`src/rtl/systolic_ctrl_pkg.sv`:
```
// Shared types and constants for the systolic array sequencer.
package systolic_ctrl_pkg;

   // Job phases of the sequencer, in the order one job walks through them.
   typedef enum logic [2:0] {
      IDLE,
      LOAD_W,
      SWITCH,
      STREAM,
      DRAIN,
      DONE
   } seq_state_t;

   // Buffer read latency: an enable at cycle t presents data at cycle t+1.
   localparam int READ_LAT = 1;

   // Drain covers the valid skew tail plus n south hops through the array.
   function automatic int drain_len(input int n);
      return 2 * n;
   endfunction

endpackage

```
`src/rtl/skew_delay_line.sv`:
```
// Single-bit shift register used to skew control strobes across rows/columns.
module skew_delay_line #(
   parameter int DEPTH = 1
) (
   input  logic clk,
   input  logic rst,
   input  logic din,
   output logic dout
);

   logic [DEPTH-1:0] sr;

   generate
      if (DEPTH == 1) begin : g_single
         // Single stage: register the strobe once.
         // NOTE: every stage is reset, not just the output; a stale bit left in
         // the middle of the line would otherwise emerge as a phantom strobe
         // after reset is released.
         always_ff @(posedge clk or posedge rst) begin
            if (rst) sr <= '0;
            else     sr <= din;
         end
      end else begin : g_multi
         // Multi stage: shift the strobe one position per cycle.
         always_ff @(posedge clk or posedge rst) begin
            if (rst) sr <= '0;
            else     sr <= {sr[DEPTH-2:0], din};
         end
      end
   endgenerate

   assign dout = sr[DEPTH-1];

endmodule

```
`src/rtl/systolic_seq_ctrl.sv`:
```
// Job sequencer for the N x N weight-stationary systolic array: weight load,
// switch, input streaming and drain, issuing buffer reads and skewed strobes.
module systolic_seq_ctrl
   import systolic_ctrl_pkg::*;
#(
   parameter int N      = 2,
   parameter int ADDR_W = 8,
   parameter int CNT_W  = 8
) (
   input  logic              clk,
   input  logic              rst,
   input  logic              start,
   input  logic [CNT_W-1:0]  num_vecs,
   input  logic [ADDR_W-1:0] w_base,
   input  logic [ADDR_W-1:0] x_base,
   output logic              busy,
   output logic              done,
   output logic              w_rd_en,
   output logic [ADDR_W-1:0] w_rd_addr,
   output logic              x_rd_en,
   output logic [ADDR_W-1:0] x_rd_addr,
   output logic [N-1:0]      col_accept_w,
   output logic [N-1:0]      row_switch,
   output logic [N-1:0]      row_valid
);

   localparam int CW        = CNT_W + 1;
   localparam int LOAD_CYC  = 2 * N;
   localparam int DRAIN_CYC = drain_len(N);

   seq_state_t        state;
   logic [CW-1:0]     cnt;
   logic [CNT_W-1:0]  num_vecs_q;
   logic [ADDR_W-1:0] w_base_q;
   logic [ADDR_W-1:0] x_base_q;

   // Look-ahead values: outputs are registered, so each edge loads the value
   // belonging to the cycle that follows it.
   logic [CW-1:0]     cnt_nxt;
   logic [ADDR_W-1:0] w_addr_nxt;
   logic [ADDR_W-1:0] x_addr_nxt;
   logic              last_vec;

   assign cnt_nxt    = cnt + CW'(1);
   // Bottom weight row is read first, so the address counts down from the base.
   assign w_addr_nxt = w_base_q + ADDR_W'(N - 1) - ADDR_W'(cnt_nxt);
   assign x_addr_nxt = x_base_q + ADDR_W'(cnt_nxt);
   assign last_vec   = (cnt == CW'(num_vecs_q) - CW'(1));

   // Sequencer FSM with registered control outputs.
   // NOTE: all state and outputs use non-blocking assignments so every
   // register samples pre-edge values; blocking here would let later
   // statements see already-updated state within the same edge.
   always_ff @(posedge clk or posedge rst) begin
      if (rst) begin
         state      <= IDLE;
         cnt        <= '0;
         num_vecs_q <= '0;
         w_base_q   <= '0;
         x_base_q   <= '0;
         busy       <= 1'b0;
         done       <= 1'b0;
         w_rd_en    <= 1'b0;
         w_rd_addr  <= '0;
         x_rd_en    <= 1'b0;
         x_rd_addr  <= '0;
         row_switch <= '0;
      end else begin
         done       <= 1'b0;
         w_rd_en    <= 1'b0;
         x_rd_en    <= 1'b0;
         row_switch <= '0;
         case (state)
            IDLE: begin
               if (start) begin
                  num_vecs_q <= num_vecs;
                  w_base_q   <= w_base;
                  x_base_q   <= x_base;
                  state      <= LOAD_W;
                  cnt        <= '0;
                  busy       <= 1'b1;
                  w_rd_en    <= 1'b1;
                  w_rd_addr  <= w_base + ADDR_W'(N - 1);
               end
            end
            LOAD_W: begin
               if (cnt == CW'(LOAD_CYC - 1)) begin
                  state      <= SWITCH;
                  cnt        <= '0;
                  row_switch <= '1;
               end else begin
                  cnt <= cnt_nxt;
                  if (cnt_nxt < CW'(N)) begin
                     w_rd_en   <= 1'b1;
                     w_rd_addr <= w_addr_nxt;
                  end
               end
            end
            SWITCH: begin
               cnt <= '0;
               if (num_vecs_q != '0) begin
                  state     <= STREAM;
                  x_rd_en   <= 1'b1;
                  x_rd_addr <= x_base_q;
               end else begin
                  state <= DRAIN;
               end
            end
            STREAM: begin
               if (last_vec) begin
                  state <= DRAIN;
                  cnt   <= '0;
               end else begin
                  cnt       <= cnt_nxt;
                  x_rd_en   <= 1'b1;
                  x_rd_addr <= x_addr_nxt;
               end
            end
            DRAIN: begin
               if (cnt == CW'(DRAIN_CYC - 1)) begin
                  state <= DONE;
                  cnt   <= '0;
                  done  <= 1'b1;
               end else begin
                  cnt <= cnt_nxt;
               end
            end
            DONE: begin
               state <= IDLE;
               cnt   <= '0;
               busy  <= 1'b0;
            end
            default: begin
               state <= IDLE;
               cnt   <= '0;
               busy  <= 1'b0;
            end
         endcase
      end
   end

   // Column c accepts weights READ_LAT+c cycles after the read was issued.
   for (genvar c = 0; c < N; c++) begin : g_col
      skew_delay_line #(.DEPTH(READ_LAT + c)) u_accept_dl (
         .clk  (clk),
         .rst  (rst),
         .din  (w_rd_en),
         .dout (col_accept_w[c])
      );
   end

   // Row r sees valid READ_LAT+r cycles after the input read was issued.
   for (genvar r = 0; r < N; r++) begin : g_row
      skew_delay_line #(.DEPTH(READ_LAT + r)) u_valid_dl (
         .clk  (clk),
         .rst  (rst),
         .din  (x_rd_en),
         .dout (row_valid[r])
      );
   end

endmodule

```
`config.mk`:
```
export PLATFORM = sky130hd
export DESIGN_NAME = systolic_seq_ctrl
export DESIGN_NICKNAME = d
export VERILOG_FILES = /design/src/rtl/systolic_ctrl_pkg.sv /design/src/rtl/skew_delay_line.sv /design/src/rtl/systolic_seq_ctrl.sv
export SDC_FILE = /design/constraint.sdc
export NUM_CORES = 1
export LEC_CHECK = 0
export ABC_AREA = 0
export BUFFER_PORTS_ARGS = -buffer_cell sky130_fd_sc_hd__buf_2
export CORE_MARGIN = 2
export CORE_UTILIZATION = 40
export CTS_BUF_LIST = sky130_fd_sc_hd__clkbuf_8
export CTS_CLUSTER_DIAMETER = 50
export DETAILED_ROUTE_END_ITERATION = 10
export GPL_ROUTABILITY_DRIVEN = 0
export HOLD_SLACK_MARGIN = 0.06
export REMOVE_ABC_BUFFERS = 1
export SYNTH_ARGS = -nofsm -noshare
export SYNTH_HDL_FRONTEND = slang
export SYNTH_SLANG_ARGS = --single-unit
```
`constraint.sdc`:
```
create_clock -name clk -period 3.15 [get_ports clk]
set_input_delay 0 -clock clk [delete_from_list [all_inputs] [get_ports clk]]
set_output_delay 0 -clock clk [all_outputs]
set_load 0.02 [all_outputs]
```
==> flow_summary.ini <==
[yosys]
yosysWarnings = 0
yosys_register_bits = 61
synthCells = 390
avgSynthCellArea_sq_um = 9.93
synth_cell_types = 56
synth_edf_count = 0
synth_mux_area_share_pct = 11.8
ys_seq_area_share_pct = 39.4
synthFlopType = dfrtp_1
synth_xor_area_share_pct = 6.91
synth_top_area_share_pct = 39.4
synth_top_family_by_area = simple AND/OR/NAND/NOR gates
synthAdderAreaFrac_pct = 8.46
synthSimpleGateAreaFrac_pct = 16.1
synth_compound_area_share_pct = 11.7
synthArstFlopShare_pct = 100
synth.top_cells.by_area = dfrtp_1, mux2_2, ha_1
syn_area_sq_mm = 0.00387
synth_top_area_cell = dfrtp_1

[sta]
hold_violations = 0
tightestPinTransition_ps = 874
fin_setup_tns_ps = 0
fmax_mhz = 340
clock_skew_ps = 8.65
relSlewSlack_pct = 41.3
finalCriticalPeriod_ps = 2940
maxSlewViolCount = 0
timing.final.crit_share_pct = 93.3
setup_viol_count_final = 0
rsz0062_at_grt = false

[detailed_routing]
routed_wl_microns = 8430
drtAntennaViolNets = 0
drt_iter0_markers = 136
drcViolationCount = 0
vias_per_cell = 5.07
dr_total_vias = 3029
wl_per_cell_microns = 14.1
firstDrtPassIters = 4

[finish]
stdcell_count = 597
fillers = 861
final_cell_mix = dfrtp_1, buf_2, nand2_1
nNetsFinal = 517
syn_to_final_growth_pct = 21.9
final_common_cell = dfrtp_1
layout-drive-gt1-share_pct = 28.2
regArea_sq_mm = 0.00153
multiInputGateArea_sq_mm = 0.00216
num_antenna_cells = 0

[clock_tree]
clockBufferDepth = 2
h-tree-depth = 3
clockRootBuffer = clkbuf_8
clkTransAtPathRegs_ps = 70
cts_buffers = 9
cts.sinks = 61
cts_tree = built
clkLatencyLatePin_ps = 330
post_cts_buffers = 0

[floorplan]
core_area_sq_mm = 0.00933
ios = 53
fp.dieW_microns = 102
dieArea_sq_mm = 0.0105
row_count = 35
die_h_microns = 102
start_util_pct = 41.5

[status]
outcome = complete, no violations

[worst_hold_path]
holdCritPathClass = input pin to asynchronous set/reset pin

[placement]
io_buffers = 52
hpwl_microns = 6140
place_inst = 557

[global_routing]
overflow = 0
antenna_found_initial = 0
grt_usage_pct = 17.4
grt_max_degree = 36
grt_pass1_wl_microns = 14000
grt_pass1_vias = 2944

[power]
irDropWorstVdd_mv = 0.461
power.leakage_nw = 2.17
power.density_mw_per_mm2 = 1080

[setup_path]
r2r_slack_ps = 210
crit_start = cnt[0]$_DFFE_PP0N_
rr_endpoint = x_rd_addr[7]$_DFFE_PP0P_
path_class = flip-flop to flip-flop
endpoint_kind = flip-flop
cp-start-kind = flip-flop
worstPathRequired_ps = 3360
cp.arrival_ps = 3150
regToRegStartpoint = cnt[0]$_DFFE_PP0N_
critPathMaxFanout = 10
reg2reg_depth = 12

[flow_run]
cap_violations = 0
## state kept, by name, indices dropped and copies added, names as in the netlist
register,cells
g_col.u_accept_dl.sr,2
w_base_q,8
done,1
x_base_q,8
x_rd_addr,8
row_switch,1
busy,1
w_rd_en,1
g_row.u_valid_dl.sr,2
cnt,9
num_vecs_q,8
w_rd_addr,8
x_rd_en,1
state,3
## metal layers
metal	routed length, microns	up-vias	GRT usage (%)
met4	110	0	6.26
met2	3920	71	27.9
met5	0	-	0
met3	389	10	4.51
li1	-	1509	-
met1	4000	1439	22.8
## synth_stat cells, drive strengths merged, types with 3 or more instances
master	number
dfrtp	61
nand2	38
mux2	36
o21ai	27
ha	23
inv	23
nor2	21
buf	17
xnor2	16
nand3	15
nor3	14
xor2	12
a21oi	11
clkbuf	8
and3	5
nand2b	5
a21o	4
nor4	4
o21a	4
and4	3
nand4	3
o22ai	3
or2	3
## final cells by class
cell class	instances	area share [%]
clock inverter	1	0.106
timing repair buffer	89	12.8
sequential	61	32.3
inverter	23	1.83
clock buffer	13	3.79
multi-input combinational	281	45.7
tap	129	3.42
## cells by family (layout without fill, tap and decap cells)
kind of cell             after synthesis  count (layout)
XOR/XNOR                              29              29
buffers and inverters                 48             126
flip-flops                            61              61
AND/OR/NAND/NOR                      122             122
AO/OA/AOI/OAI                         67              67
multiplexers                          38              38
adder cells (fa/ha/maj)               25              25
## worst max-delay path, stage by stage (launching register included)
cell and delay, ps:
dfrtp_1 390, buf_4 190, nand3_1 90, xor2_1 310, inv_1 130, ha_1 350, nand3_1 100, o211ai_1 120
o41ai_1 320, buf_4 180, mux2i_1 260, xnor2_1 110, mux2_4 260
## how the worst max path moves through the flow
stage	end	slack (ps)	cells past startpoint
3_5_place_dp	w_rd_addr[6]$_DFFE_PP0P_	120	12
5_1_grt	w_rd_addr[7]$_DFFE_PP0P_	10	12
6_report	x_rd_addr[7]$_DFFE_PP0P_	210	12
2_1_floorplan	w_rd_addr[0]$_DFFE_PP0P_	-1110	3
4_1_cts	w_rd_addr[6]$_DFFE_PP0P_	120	12
3_3_place_gp	w_rd_addr[6]$_DFFE_PP0P_	160	12
## power breakdown
part | internal (mW) | switching, mW
combinational | 1.38 | 1.59
sequential | 1.14 | 0.312
clock | 0.362 | 0.290
## repair_timing
action | CTS | global route
setup endpoints to repair | 0 | 3
gates resized for setup | 0 | 8
endpoints found under the hold margin | 59 | 0
hold buffers | 26 | 0
## stage by stage
step                      area [sq um]  hold slack, ps  setup slack [ps]  utilization, %  power [mW]
final                             4720             361               211            50.6        5.08
after global routing              4720             391              11.0            50.6        5.54
after CTS                         4690             370               115            50.3        5.06
after detailed placement          4250             197               118            45.6        4.36
after global placement            4250             198               160            45.6        4.28
after floorplan                   3740             117             -1110               -        3.60
(Power assumes the default switching activity.)
